`config.mk`:
```
export PLATFORM = sky130hd
export DESIGN_NAME = div32s16_seq_flat
export DESIGN_NICKNAME = d
export VERILOG_FILES = /design/src/rtl/div_pkg.sv /design/src/rtl/div32s16_seq_if.sv /design/src/rtl/div_restoring_step.sv /design/src/rtl/div32s16_seq.sv /design/src/flat_wrapper.sv
export SDC_FILE = /design/constraint.sdc
export NUM_CORES = 1
export LEC_CHECK = 0
export CORE_ASPECT_RATIO = 1.5
export CORE_MARGIN = 2
export CORE_UTILIZATION = 50
export DETAILED_ROUTE_END_ITERATION = 6
export PLACE_DENSITY = 0.82
export SYNTH_ARGS = -nofsm -noshare
export SYNTH_HDL_FRONTEND = slang
export SYNTH_HIERARCHICAL = 1
export SYNTH_SLANG_ARGS = --single-unit
```
`constraint.sdc`:
```
create_clock -name clk -period 10 [get_ports clk]
set_input_delay 2.5 -clock clk [delete_from_list [all_inputs] [get_ports clk]]
set_output_delay 2.5 -clock clk [all_outputs]
set_load 0.02 [all_outputs]
```
`src/rtl/div_pkg.sv`:
```
`default_nettype none
// ============================================================================
// Module      : div_pkg
// Description : Shared widths, state encoding, special-case constants and the
//               result sign-fixup helper for the div32s16_seq divider.
// Revision    : 1.0 - initial release
// ============================================================================
package div_pkg;

    localparam int A_W = 32;
    localparam int B_W = 16;

    localparam logic [1:0] ST_IDLE = 2'd0;
    localparam logic [1:0] ST_CALC = 2'd1;
    localparam logic [1:0] ST_DONE = 2'd2;

    typedef enum logic [1:0] {
        S_IDLE = ST_IDLE,
        S_CALC = ST_CALC,
        S_DONE = ST_DONE
    } div_state_t;

    localparam logic [A_W-1:0] DZ_QUOT  = {A_W{1'b1}};
    localparam logic [A_W-1:0] OVF_QUOT = {1'b1, {(A_W-1){1'b0}}};

    typedef struct packed {
        logic [A_W-1:0] quo;
        logic [B_W-1:0] rem;
    } div_result_t;

    // Magnitudes in, signed results out; special cases override the magnitudes.
    function automatic div_result_t div_finalize(
        input logic           dz,
        input logic           ovf,
        input logic           sign_q,
        input logic           sign_r,
        input logic [A_W-1:0] quo_mag,
        input logic [B_W-1:0] rem_mag,
        input logic [B_W-1:0] a_lo
    );
        div_result_t res;
        if (dz) begin
            res.quo = DZ_QUOT;
            res.rem = a_lo;
        end else if (ovf) begin
            res.quo = OVF_QUOT;
            res.rem = '0;
        end else begin
            res.quo = sign_q ? -quo_mag : quo_mag;
            res.rem = sign_r ? -rem_mag : rem_mag;
        end
        return res;
    endfunction

endpackage
`default_nettype wire

```
`src/rtl/div32s16_seq_if.sv`:
```
`default_nettype none
// ============================================================================
// Module      : div32s16_seq_if
// Description : Operand / result valid-ready bundle for the sequential divider.
// Revision    : 1.0 - initial release
// ============================================================================
interface div32s16_seq_if #(
    parameter int A_W = div_pkg::A_W,
    parameter int B_W = div_pkg::B_W
);
    logic           in_valid;
    logic           in_ready;
    logic [A_W-1:0] in_dividend;
    logic [B_W-1:0] in_divisor;
    logic           out_valid;
    logic           out_ready;
    logic [A_W-1:0] out_quotient;
    logic [B_W-1:0] out_remainder;
    logic           out_div_by_zero;
    logic           out_overflow;

    modport master (
        output in_valid, in_dividend, in_divisor, out_ready,
        input  in_ready, out_valid, out_quotient, out_remainder,
               out_div_by_zero, out_overflow
    );

    modport slave (
        input  in_valid, in_dividend, in_divisor, out_ready,
        output in_ready, out_valid, out_quotient, out_remainder,
               out_div_by_zero, out_overflow
    );
endinterface
`default_nettype wire

```
`src/rtl/div_restoring_step.sv`:
```
`default_nettype none
// ============================================================================
// Module      : div_restoring_step
// Description : One radix-2 restoring iteration: shift {rem, quo}, trial
//               subtract the divisor magnitude, keep the result if no borrow.
// Revision    : 1.0 - initial release
// ============================================================================
module div_restoring_step
    import div_pkg::*;
#(
    parameter int A_W = div_pkg::A_W,
    parameter int B_W = div_pkg::B_W
) (
    input  wire logic [B_W:0]   rem_in,
    input  wire logic [A_W-1:0] quo_in,
    input  wire logic [B_W-1:0] divisor,
    output logic      [B_W:0]   rem_out,
    output logic      [A_W-1:0] quo_out
);
    localparam int RW = B_W + 1;
    localparam int SW = B_W + 2;

    logic [SW-1:0] w_shifted;
    logic [SW-1:0] w_dvs;
    logic          w_ge;

    assign w_shifted = {rem_in, quo_in[A_W-1]};
    assign w_dvs     = {2'b00, divisor};
    assign w_ge      = (w_shifted >= w_dvs);

    // The remainder stays below |B| <= 2^(B_W-1), so the truncation is lossless.
    assign rem_out = w_ge ? RW'(w_shifted - w_dvs) : RW'(w_shifted);
    assign quo_out = {quo_in[A_W-2:0], w_ge};

endmodule
`default_nettype wire

```
`src/rtl/div32s16_seq.sv`:
```
`default_nettype none
// ============================================================================
// Module      : div32s16_seq
// Description : Iterative 32/16 signed restoring divider, one quotient bit per
//               cycle. DIV32S16_EARLY_EXIT_EN finishes trivial/special ops in 1.
// Revision    : 1.0 - initial release
// ============================================================================
module div32s16_seq
    import div_pkg::*;
(
    input wire logic          clk,
    input wire logic          rst_n,
    div32s16_seq_if.slave     bus
);
    localparam int CNT_W = $clog2(A_W + 1);

    div_state_t       r_state;
    logic [CNT_W-1:0] r_cnt;
    logic [B_W:0]     r_rem;
    logic [A_W-1:0]   r_quo;
    logic [B_W-1:0]   r_absb;
    logic [B_W-1:0]   r_a_lo;
    logic             r_sign_q;
    logic             r_sign_r;
    logic             r_dz;
    logic             r_ovf;
    logic             r_early;
    logic [A_W-1:0]   r_out_quo;
    logic [B_W-1:0]   r_out_rem;
    logic             r_out_dz;
    logic             r_out_ovf;

    logic             w_sign_a;
    logic             w_sign_b;
    logic [A_W-1:0]   w_abs_a;
    logic [B_W-1:0]   w_abs_b;
    logic             w_dz;
    logic             w_ovf;
    logic             w_early;
    logic [B_W:0]     w_rem_nxt;
    logic [A_W-1:0]   w_quo_nxt;
    logic [A_W-1:0]   w_fin_quo;
    logic [B_W-1:0]   w_fin_rem;
    div_result_t      w_res;

    assign w_sign_a = bus.in_dividend[A_W-1];
    assign w_sign_b = bus.in_divisor[B_W-1];
    assign w_abs_a  = w_sign_a ? -bus.in_dividend : bus.in_dividend;
    assign w_abs_b  = w_sign_b ? -bus.in_divisor  : bus.in_divisor;
    assign w_dz     = (bus.in_divisor == '0);
    assign w_ovf    = (bus.in_dividend == OVF_QUOT) && (bus.in_divisor == {B_W{1'b1}});

`ifdef DIV32S16_EARLY_EXIT_EN
    logic w_trivial;
    assign w_trivial = (w_abs_a < {{(A_W-B_W){1'b0}}, w_abs_b});
    assign w_early   = w_dz | w_ovf | w_trivial;
`else
    assign w_early   = 1'b0;
`endif

    div_restoring_step #(
        .A_W (A_W),
        .B_W (B_W)
    ) u_step (
        .rem_in  (r_rem),
        .quo_in  (r_quo),
        .divisor (r_absb),
        .rem_out (w_rem_nxt),
        .quo_out (w_quo_nxt)
    );

    // An early-exit op never iterates: quotient 0, remainder is |A| itself.
    assign w_fin_quo = r_early ? '0 : w_quo_nxt;
    assign w_fin_rem = r_early ? r_quo[B_W-1:0] : w_rem_nxt[B_W-1:0];
    assign w_res     = div_finalize(r_dz, r_ovf, r_sign_q, r_sign_r,
                                    w_fin_quo, w_fin_rem, r_a_lo);

    always_ff @(posedge clk or negedge rst_n) begin
        if (!rst_n) begin
            r_state   <= S_IDLE;
            r_cnt     <= '0;
            r_rem     <= '0;
            r_quo     <= '0;
            r_absb    <= '0;
            r_a_lo    <= '0;
            r_sign_q  <= 1'b0;
            r_sign_r  <= 1'b0;
            r_dz      <= 1'b0;
            r_ovf     <= 1'b0;
            r_early   <= 1'b0;
            r_out_quo <= '0;
            r_out_rem <= '0;
            r_out_dz  <= 1'b0;
            r_out_ovf <= 1'b0;
        end else begin
            case (r_state)
                S_IDLE: begin
                    if (bus.in_valid) begin
                        r_quo    <= w_abs_a;
                        r_absb   <= w_abs_b;
                        r_rem    <= '0;
                        r_a_lo   <= bus.in_dividend[B_W-1:0];
                        r_sign_q <= w_sign_a ^ w_sign_b;
                        r_sign_r <= w_sign_a;
                        r_dz     <= w_dz;
                        r_ovf    <= w_ovf;
                        r_early  <= w_early;
                        r_cnt    <= CNT_W'(A_W);
                        r_state  <= S_CALC;
                    end
                end
                S_CALC: begin
                    r_rem <= w_rem_nxt;
                    r_quo <= w_quo_nxt;
                    r_cnt <= r_cnt - CNT_W'(1);
                    if (r_early || r_cnt == CNT_W'(1)) begin
                        r_out_quo <= w_res.quo;
                        r_out_rem <= w_res.rem;
                        r_out_dz  <= r_dz;
                        r_out_ovf <= r_ovf;
                        r_state   <= S_DONE;
                    end
                end
                S_DONE: begin
                    if (bus.out_ready) begin
                        r_out_quo <= '0;
                        r_out_rem <= '0;
                        r_out_dz  <= 1'b0;
                        r_out_ovf <= 1'b0;
                        r_state   <= S_IDLE;
                    end
                end
                default: r_state <= S_IDLE;
            endcase
        end
    end

    assign bus.in_ready        = (r_state == S_IDLE);
    assign bus.out_valid       = (r_state == S_DONE);
    assign bus.out_quotient    = r_out_quo;
    assign bus.out_remainder   = r_out_rem;
    assign bus.out_div_by_zero = r_out_dz;
    assign bus.out_overflow    = r_out_ovf;

endmodule
`default_nettype wire
```
`src/flat_wrapper.sv`:
```
// flat-port wrapper written by rule: the top's interface ports become plain ports
module div32s16_seq_flat import div_pkg::*;
  (clk, rst_n, bus_in_valid, bus_in_dividend, bus_in_divisor, bus_out_ready, bus_in_ready, bus_out_valid, bus_out_quotient, bus_out_remainder, bus_out_div_by_zero, bus_out_overflow);
  div32s16_seq_if bus_i ();
  input wire logic clk;
  input wire logic rst_n;
  input wire logic [$bits(bus_i.in_valid)-1:0] bus_in_valid;
  input wire logic [$bits(bus_i.in_dividend)-1:0] bus_in_dividend;
  input wire logic [$bits(bus_i.in_divisor)-1:0] bus_in_divisor;
  input wire logic [$bits(bus_i.out_ready)-1:0] bus_out_ready;
  output wire logic [$bits(bus_i.in_ready)-1:0] bus_in_ready;
  output wire logic [$bits(bus_i.out_valid)-1:0] bus_out_valid;
  output wire logic [$bits(bus_i.out_quotient)-1:0] bus_out_quotient;
  output wire logic [$bits(bus_i.out_remainder)-1:0] bus_out_remainder;
  output wire logic [$bits(bus_i.out_div_by_zero)-1:0] bus_out_div_by_zero;
  output wire logic [$bits(bus_i.out_overflow)-1:0] bus_out_overflow;
  assign bus_i.in_valid = bus_in_valid;
  assign bus_i.in_dividend = bus_in_dividend;
  assign bus_i.in_divisor = bus_in_divisor;
  assign bus_i.out_ready = bus_out_ready;
  assign bus_in_ready = bus_i.in_ready;
  assign bus_out_valid = bus_i.out_valid;
  assign bus_out_quotient = bus_i.out_quotient;
  assign bus_out_remainder = bus_i.out_remainder;
  assign bus_out_div_by_zero = bus_i.out_div_by_zero;
  assign bus_out_overflow = bus_i.out_overflow;
  div32s16_seq u_core (.clk(clk), .rst_n(rst_n), .bus(bus_i));
endmodule
```
==> metrics.txt <==
Synth Area in Compound Gates about a fifth; Arr. time, crit path between 5 and 6 ns; asr flop ratio synth between 90% and 100%; CTS H-Tree Depth 4; largest family of logic cells by synthesized area compound AO/OA/AOI/OAI gates; Reg clk slew, reported paths about 0.060 ns; synthesized area approximately 9200 um2; Core Area between 15000 and 20000 um2; Sink Count between 100 and 150; FF-to-FF Start u_core/r_quo[31]; crit start category register; WL final around 24000 um; Final min period 4.83 ns; syn nets 1108; chip height about 170 um; Final period util roughly 48%; Post CTS Setup Buffer Count 0; reg2reg setup slack between 5 and 6 ns; RSZ-0062 raised after global routing no; HP Start u_core/r_absb[4]; clk_skew about 0.011 ns; Final setup viols 0; Layout Cells excl Fill approximately 1.3k; dpl cells around 1.3k; largest net degree at the start of global routing 90; Clock Latency Late Sink around 0.42 ns; number of port buffers between 100 and 150; wire length per cell ~19 um; synth top area cells dfrtp_1, xor2_1, o21ai_0, nand2_1, ha_1; CP Depth 15; kind of cell adding the most delay to the critical path compound AO/OA/AOI/OAI gates; number of flops mapped to enable cells by yosys 0; Hold Vio Cnt, Final 0; area share of and/or/nand/nor cells after synthesis a little under a fifth; cell taking the most area after synthesis dfrtp_1; CP Class reg2reg; total grt overflow 0; clk buf depth 2; WP data required just over 10 ns; Hold Slack 0.479 ns; Slew HR 26.5%; reg2reg path depth 15; # rows 60; Ys Warns 6; RR Endpoint u_core/bus.out_remainder[11]; top cell type's share of synthesized area about 39%; Synth Area in Adders ~3.3%; Area Overhead vs Synth 16.5%; routability congestion estimate roughly 0.94; share of layout cells above drive strength 1 between 7 and 8%; Pre-antenna DRT Iters 5; total track usage between 20% and 30%; vias per inst just over 6; Routed Antenna Nets 0; die width roughly 110 um; fin nets about 1.1k; Slew @ Worst Pin about 1.1 ns; peak supply drop between 0.15 and 0.2 mV; total negative setup slack 0 ns; vias in the first global route roughly 7.9k; worst hold path type reg2reg; DP HPWL roughly 17000 um; WHS Endpoint u_core/r_absb[4]; cells after synthesis roughly 1.0k; Antenna Cells 0; fmax between 200 and 250 MHz; most numerous cell in the Yosys netlist dfrtp_1; worst hold stages 2; fin area about 11000 um2; Leakage 4.53 nW; via count approximately 8.0k; Synth Register Bits 143; critical path, cell by cell inv_1 > ha_1 > inv_1 > fa_1 > a21oi_1 > o211ai_2 > a31oi_4 > o21ai_1 > a21o_1 > mux2_2 > or4_1 > or3_1 > o41ai_1 > xor2_1 > o211ai_1; num ports roughly 100; pwr/cell area slightly below 400 nW/um2; slowest stage cell, crit path or4_1; status finished, final reports clean; sequential area share after synthesis roughly two fifths; critical path's largest stage delay around 0.56 ns; Top cell by count, worst path inv_1; Total Power between 4 and 5 mW; post-CTS sizing 0; Initial DRC Count 688; placed cell area about 10000 um2; synth unique cells 77; Max FO, Critical Path 20; CTS Hold Bufs 0; CTS tree built; Crit path buffers/inverters 2; TritonCTS buffer count 17; Post-Synth XOR/XNOR Area 8.19%; initial antenna violation count 0; Main synth FF type dfrtp_1; Post-synth top cells dfrtp_1, nand2_1, o21ai_0; Syn Area/Cell 8.91 um2; Starting Density about 51%; Root Driver clkbuf_16; Die ar. a little under 20000 um2; first-pass GRT wire length between 30000 and 40000 um; Max-cap violations 0; drc violations 0; critical path capture point type register; fraction of synthesized area in multiplexers 4.10%; Slew Viols, Final 0
## how the worst max path moves through the flow
stage	from	end	slack [ns]
4_1_cts	u_core/r_quo[31]	u_core/bus.out_remainder[11]	5.26
6_report	u_core/r_quo[31]	u_core/bus.out_remainder[11]	5.17
3_5_place_dp	bus_in_dividend[0]	u_core/r_quo[12]	4.99
2_1_floorplan	bus_in_dividend[0]	u_core/r_quo[12]	5.77
3_3_place_gp	bus_in_dividend[0]	u_core/r_quo[12]	5.05
5_1_grt	u_core/r_quo[31]	u_core/bus.out_remainder[11]	4.91
## worst register-to-register path, delay by kind of cell (launching register included)
kind            cells  cell delay (ns)
fa+ha+maj           2             0.58
buf+inv             2             0.16
compound gates      7             1.86
xor+xnor            1             0.18
simple gates        2             0.97
flops               1             0.38
mux                 1             0.54
## per-layer routing
metal | track usage (%) | vias to the layer above | routed length [um]
met5 | 0 | - | 0
met2 | 46.6 | 320 | 13100
met3 | 3.74 | 86 | 1190
met1 | 28.1 | 3877 | 8780
li1 | - | 3758 | -
met4 | 14.5 | 0 | 1230
## area by class of cell
cell class,count,area (um2)
Clock inverter,12,184
Inverter,30,113
Clock buffer,19,443
Tap cell,217,272
Timing Repair Buffer,112,1100
Sequential cell,143,3580
Multi-Input combinational cell,767,5020
Fill cell,1528,7310
## metrics by stage
step                      util, %  setup WS, ns
after floorplan                 -          5.77
after global placement       56.0          5.05
after detailed placement     56.0          4.99
after CTS                    59.4          5.26
after global routing         59.4          4.91
final                        59.4          5.17
## power by group
group | internal, mW | total, mW | switching, mW | leakage [nW]
registers | 0.870 | 1.15 | 0.283 | 1.72
clock network | 0.426 | 0.681 | 0.255 | 0.300
logic | 1.01 | 2.33 | 1.32 | 2.51
total | 2.31 | 4.16 | 1.86 | 4.53
## logic make-up (layout without fill, tap and decap cells)
family	Yosys count	in the layout
flops	143	143
mux	33	33
xor+xnor	86	86
buf+inv	122	173
compound gates	289	289
fa+ha+maj	24	24
simple gates	335	335
## registers in the layout, indices dropped and copies added, names as in the netlist, 2 cells and up
signal                    cells
u_core/r_quo                 32
u_core/r_absb                16
u_core/r_a_lo                16
u_core/r_cnt                  6
u_core/bus.out_quotient      32
u_core/r_rem                 17
u_core/r_state                2
u_core/bus.out_remainder     16
## cells in the final DEF, fill, tap and decap left out, types with 5 or more instances in the layout
cell,instances
o21ai_0,107
nor2b_1,15
a21oi_1,55
a22oi_1,22
dfrtp_1,143
mux2_2,7
nor2_1,33
or3_1,14
a221o_1,5
xnor2_1,20
nand3_1,49
o21ai_1,7
a22o_1,14
o31ai_1,25
o211ai_1,8
nor4_1,8
clkbuf_16,17
mux2_4,7
nand4_1,13
nor3_1,15
inv_1,30
o41ai_1,12
nand2_1,138
ha_1,23
buf_4,9
or4_1,11
a21o_1,7
mux2i_1,17
nand2b_1,8
clkdlybuf4s50_1,102
xor2_1,66
(Power assumes the default switching activity.)
==> edit 1 (same flow settings) <==
Make the reset (`rst_n`) synchronous in one clocked block.
--- a/src/rtl/div32s16_seq.sv
+++ b/src/rtl/div32s16_seq.sv
@@ -75,7 +75,7 @@
     assign w_res     = div_finalize(r_dz, r_ovf, r_sign_q, r_sign_r,
                                     w_fin_quo, w_fin_rem, r_a_lo);
 
-    always_ff @(posedge clk or negedge rst_n) begin
+    always_ff @(posedge clk) begin
         if (!rst_n) begin
             r_state   <= S_IDLE;
             r_cnt     <= '0;
Function: differs if rst_n is asserted again (counterexample within 4 cycles, from zero or initial values and one cycle with rst_n low); with rst_n held inactive, the same outputs for 10 cycles.
==> edit 1 against the original RTL <==
  * Cell area down 4.3%
  * Sequential cell count unchanged
  * Largest power group unchanged
  * Power down 29%
  * Area after synthesis down 3.7%
  * Count of clock-buffer cells in the layout down 1
  * Worst setup slack better by 0.084 ns
  * Via count up 5.5%
  * Wire length about the same
==> edit 1: results (changes against the original RTL) <==
| Metric | Value |
|---|---|
| Status | `complete, no violations` |
| CP arrival | `5.08 ns (-0.02 ns)` |
| Met1 wire length | `9400 microns (+7.1%)` |
| Met3 wire len | `1210 microns (+1.6%)` |
| Filler instances | `1504 (-1.6%)` |
| Met2 wire len | `12700 microns (-3.2%)` |
| Routed WL | `24300 microns (about the same)` |
| Maximum vdd drop | `0.000212 V (+34%)` |
| Initial DRC Count | `984 (+43%)` |
| Area contributors post-synth | `dfxtp_1, a21oi_1, xor2_1` |
| Commonest cells in the netlist | `dfxtp_1, nand2_1, a21oi_1, clkbuf_1, nor2_1` |
| Synth cell types | `73 (-5.2%)` |
| Dpl cell area | `9690 sq um (-3.9%)` |
| Layout cells sized above 1 | `7.24% (-0.057 points)` |
| Async SR Flop Fraction | `0% (-100 points)` |
| GRT Total Usage | `25.4% (-0.23 points)` |
| Nets@finish | `1196 (+4.3%)` |
| First-pass GRT wire length | `39600 microns (-0.16%)` |
| Number of global-route vias before repair | `7983 (+1.6%)` |
| Leakage | `0.00368 uW (-19%)` |
| DR vias/cell | `6.30 (+1.9%)` |
| Slew HR | `24.2% (-2.3 points)` |
| CP max FO | `9 (-55%)` |
| Routed vias | `8481 (+5.5%)` |
| Largest net degree at the start of global routing | `108 (+20%)` |
| Clock Skew | `0.0122 ns (+0.000903 ns)` |
| HPWL after detailed placement | `17000 microns (-1.6%)` |
| Placer Congestion | `0.945 (+0.46%)` |
| DR pass1 iterations | `6 (+1)` |
[edit 1: cell count changes after synthesis, moves of 24 or more]
| cell | unedited run | this run |
|---|---|---|
| nand2_1 | 138 | 109 |
| o21ai_0 | 107 | 47 |
| nor2_1 | 34 | 58 |
| dfxtp_1 | 0 | 143 |
| dfrtp_1 | 143 | 0 |
| a21oi_1 | 55 | 100 |
| o22ai_1 | 0 | 33 |
[edit 1: final timing paths]
path / from / to / slack [ns] / cells past startpoint
worst min register to register: u_core/r_a_lo[8]$_SDFFE_PN0P_ / u_core/r_a_lo[8]$_SDFFE_PN0P_ / 0.46 / 2
worst max register to register: u_core/r_quo[31]$_SDFFE_PN0P_ / u_core/bus.out_remainder[11]$_SDFFE_PN0P_ / 5.50 / 16
worst min-delay path: u_core/r_a_lo[8]$_SDFFE_PN0P_ / u_core/r_a_lo[8]$_SDFFE_PN0P_ / 0.46 / 2
worst max-delay path: bus_in_dividend[12] / u_core/r_quo[24]$_SDFFE_PN0P_ / 5.26 / 6
[edit 1: cells by family (layout without fill, tap and decap cells)]
group	after synthesis	after routing	synth area share (%)
simple gates	344	344	20.2
compound gates	335	335	24.8
buf+inv	144	180	7.87
flops	143	143	32.3
xor+xnor	87	87	8.61
fa+ha+maj	24	24	3.48
mux	20	20	2.77
[edit 1: per-stage QoR]
step           worst slack (ns)  power [uW]
2_1_floorplan              5.53        2020
3_3_place_gp               4.87        2270
3_5_place_dp               4.84        2290
4_1_cts                    5.27        2910
5_1_grt                    5.16        3120
6_report                   5.26        2930
[edit 1: critical path: stages]
cell and delay, ns:
clkdlybuf4s50_1 0.58, nor4_4 0.38, nand4b_1 0.24, or4_1 0.77, or4b_1 0.52, o211ai_1 0.09
[edit 1: report_power, final]
part           switching (uW)  leakage (uW)  internal [uW]
Clock                     279      0.000262            333
Combinational             935       0.00225            693
Sequential               64.5       0.00117            630
Total                    1280       0.00368           1650
[edit 1: layer usage]
layer,vias up,track usage [%]
met5,-,0
met4,0,11.4
met3,73,3.97
met2,332,46.6
met1,4034,28.5
li1,4042,-
[edit 1: final cells by class]
type | count | area (sq um) | area share [%]
multi-input cells | 810 | 5310 | 51.8
flip-flops and latches | 143 | 2860 | 27.9
repair buffers | 115 | 1120 | 10.9
clock buffers | 18 | 439 | 4.28
well taps | 213 | 267 | 2.60
inverters | 33 | 125 | 1.22
clock inverters | 14 | 124 | 1.21
==> edit 2 (config.mk and constraints unchanged) <==
Made on the original files. The option `DIV32S16_EARLY_EXIT_EN` is turned on by a define.
--- a/src/rtl/div32s16_seq.sv
+++ b/src/rtl/div32s16_seq.sv
@@ -5,6 +5,8 @@
 //               cycle. DIV32S16_EARLY_EXIT_EN finishes trivial/special ops in 1.
 // Revision    : 1.0 - initial release
 // ============================================================================
+`define DIV32S16_EARLY_EXIT_EN
+
 module div32s16_seq
     import div_pkg::*;
 (
Check against the original RTL: not equivalent (Yosys sat finds a counterexample within 4 cycles, from zero or initial values and one cycle with rst_n low).
==> edit 2 against the original RTL <==
  * Power grew 5.6%
  * Cell area grew 7.7%
  * Wire length grew 8.9%
  * Critical path type is now primary input to register
  * Sequential share of layout area shrank 2.1 points
  * Largest power group unchanged
  * Worst setup slack lost 1.4 ns
  * Clock power shrank 3.8%
  * Sequential cell count grew 1
  * Highest routed layer unchanged
  * Area after synthesis grew 8.4%
  * Combinational power grew 12%
==> edit 2: results (changes against the original RTL) <==
| Metric | Value |
|---|---|
| Status | `complete, no violations` |
| Clock buffer count from CTS | `17 (unchanged)` |
| Hold path cells | `2 (unchanged)` |
| CTS H-tree depth | `4 (unchanged)` |
| CP arrival | `6.60 ns (+1.50 ns)` |
| Root Buffer | `clkbuf_16` |
| Worst skew pair latency | `0.43 ns` |
| Yosys warns | `6 (unchanged)` |
| DRT antenna net count | `0 (unchanged)` |
| DR pass1 iterations | `7 (+2)` |
| Leakage | `0.00492 uW (+8.7%)` |
| Layout cells sized above 1 | `6.98% (-0.31 points)` |
| DR vias/cell | `6.03 (-2.5%)` |
| Commonest cells in the netlist | `nand2_1, dfrtp_1, o21ai_0, clkbuf_1, a21oi_1` |
| Buffer depth of the longest clock path | `2 (unchanged)` |
| Hold WC Path Type | `register to register` |
| First-pass GRT wire length | `42900 microns (+8.0%)` |
| HPWL after detailed placement | `19600 microns (+13%)` |
| # diodes | `0 (unchanged)` |
| Routed WL | `26500 microns (+8.9%)` |
| Reg clk slew, reported paths | `0.07 ns` |
| Clock Skew | `0.0132 ns (+0.00198 ns)` |
| Postcts setup bufs | `0 (unchanged)` |
| Initial antenna violation count | `1 (+1)` |
| Count leader, synth | `nand2_1` |
| Nets@finish | `1310 (+14%)` |
| CP max FO | `10 (-50%)` |
| Placer Congestion | `0.929 (-1.3%)` |
| Filler instances | `1670 (+9.3%)` |
| Post-synthesis sequential area ratio | `36.1% (-2.8 points)` |
| CTS resizes | `0 (unchanged)` |
| Largest net degree at the start of global routing | `79 (-12%)` |
| Count of buffers from port buffering | `103 (unchanged)` |
| Worst-case reg-to-reg path depth | `19 (+4)` |
| Top_reg_cell synth | `dfrtp_1` |
| Initial DRC Count | `942 (+37%)` |
| Worst-margin pin slew | `1.12 ns (+0.0285 ns)` |
| Maximum vdd drop | `0.000287 V (+81%)` |
| GRT Total Usage | `25.4% (-0.26 points)` |
| Number of global-route vias before repair | `8454 (+7.6%)` |
| Area contributors post-synth | `dfrtp_1, nand2_1, o21ai_0` |
| Async SR Flop Fraction | `100% (unchanged)` |
| Synth cell types | `76 (-1.3%)` |
edit 2: logic make-up (layout without fill, tap and decap cells):
group	count (synthesis)	after routing	synth area share, %
buffers and inverters	130	176	6.35
DFF	144	144	36.1
xor gates and xnor gates	91	91	8.00
AOI/OAI and AO/OA	335	335	21.5
muxes	35	35	3.99
and+or+nand+nor	412	412	19.1
adders and majority gates	39	39	4.97
edit 2: cell type report:
cell class	instances	area share, %
clock inverter	14	1.48
multi-input combinational	912	49.9
clock buffer	18	3.81
tap	260	2.82
sequential	144	31.3
inverter	29	0.944
timing repair buffer	115	9.74
edit 2: final timing paths:
kind                                                    startpoint                                       end  slack, ns
setup / recovery                                bus_in_dividend[4]                u_core/r_early$_DFFE_PN0P_       3.77
max in group asynchronous                                    rst_n  u_core/bus.out_remainder[13]$_DFFE_PN0P_       6.60
hold / removal             u_core/bus.out_remainder[0]$_DFFE_PN0P_   u_core/bus.out_remainder[0]$_DFFE_PN0P_       0.48
hold reg to reg            u_core/bus.out_remainder[0]$_DFFE_PN0P_   u_core/bus.out_remainder[0]$_DFFE_PN0P_       0.48
setup reg to reg                      u_core/r_quo[31]$_DFFE_PN0P_  u_core/bus.out_remainder[10]$_DFFE_PN0P_       5.16
min in group asynchronous                                    rst_n             u_core/r_absb[11]$_DFFE_PN0P_       2.10
edit 2: per-layer routing:
metal	up-vias	global-route usage, %	routed length [microns]
met4	0	12.8	1080
met2	381	43.3	13100
met3	79	3.74	1730
li1	4268	-	-
met1	4273	31.2	10600
met5	-	0	0
edit 2: power by group:
part | internal [uW] | total (uW) | switching, uW
clock | 384 | 655 | 271
combinational | 1100 | 2610 | 1510
sequential | 850 | 1130 | 277
edit 2: critical path, cell delays in order:
cell	delay, ns
clkdlybuf4s50_1	0.49
nor4_1	0.77
nand4_1	0.69
o31ai_1	0.50
xnor2_1	0.19
ha_1	0.29
nand2_1	0.06
o21ai_0	0.07
a2111oi_0	0.48
nand2_1	0.10
nor4_1	0.29
a31o_1	0.18
edit 2: per-stage QoR:
step	setup WS, ns	instances	area (sq um)	hold WS [ns]	utilization, %
2_1_floorplan	4.58	1186	9970	0.446	-
3_3_place_gp	3.66	1460	10900	0.461	55.6
3_5_place_dp	3.45	1460	10900	0.465	55.6
4_1_cts	3.95	1492	11500	0.481	58.7
5_1_grt	3.63	1492	11500	0.499	58.7
6_report	3.77	1492	11500	0.475	58.7
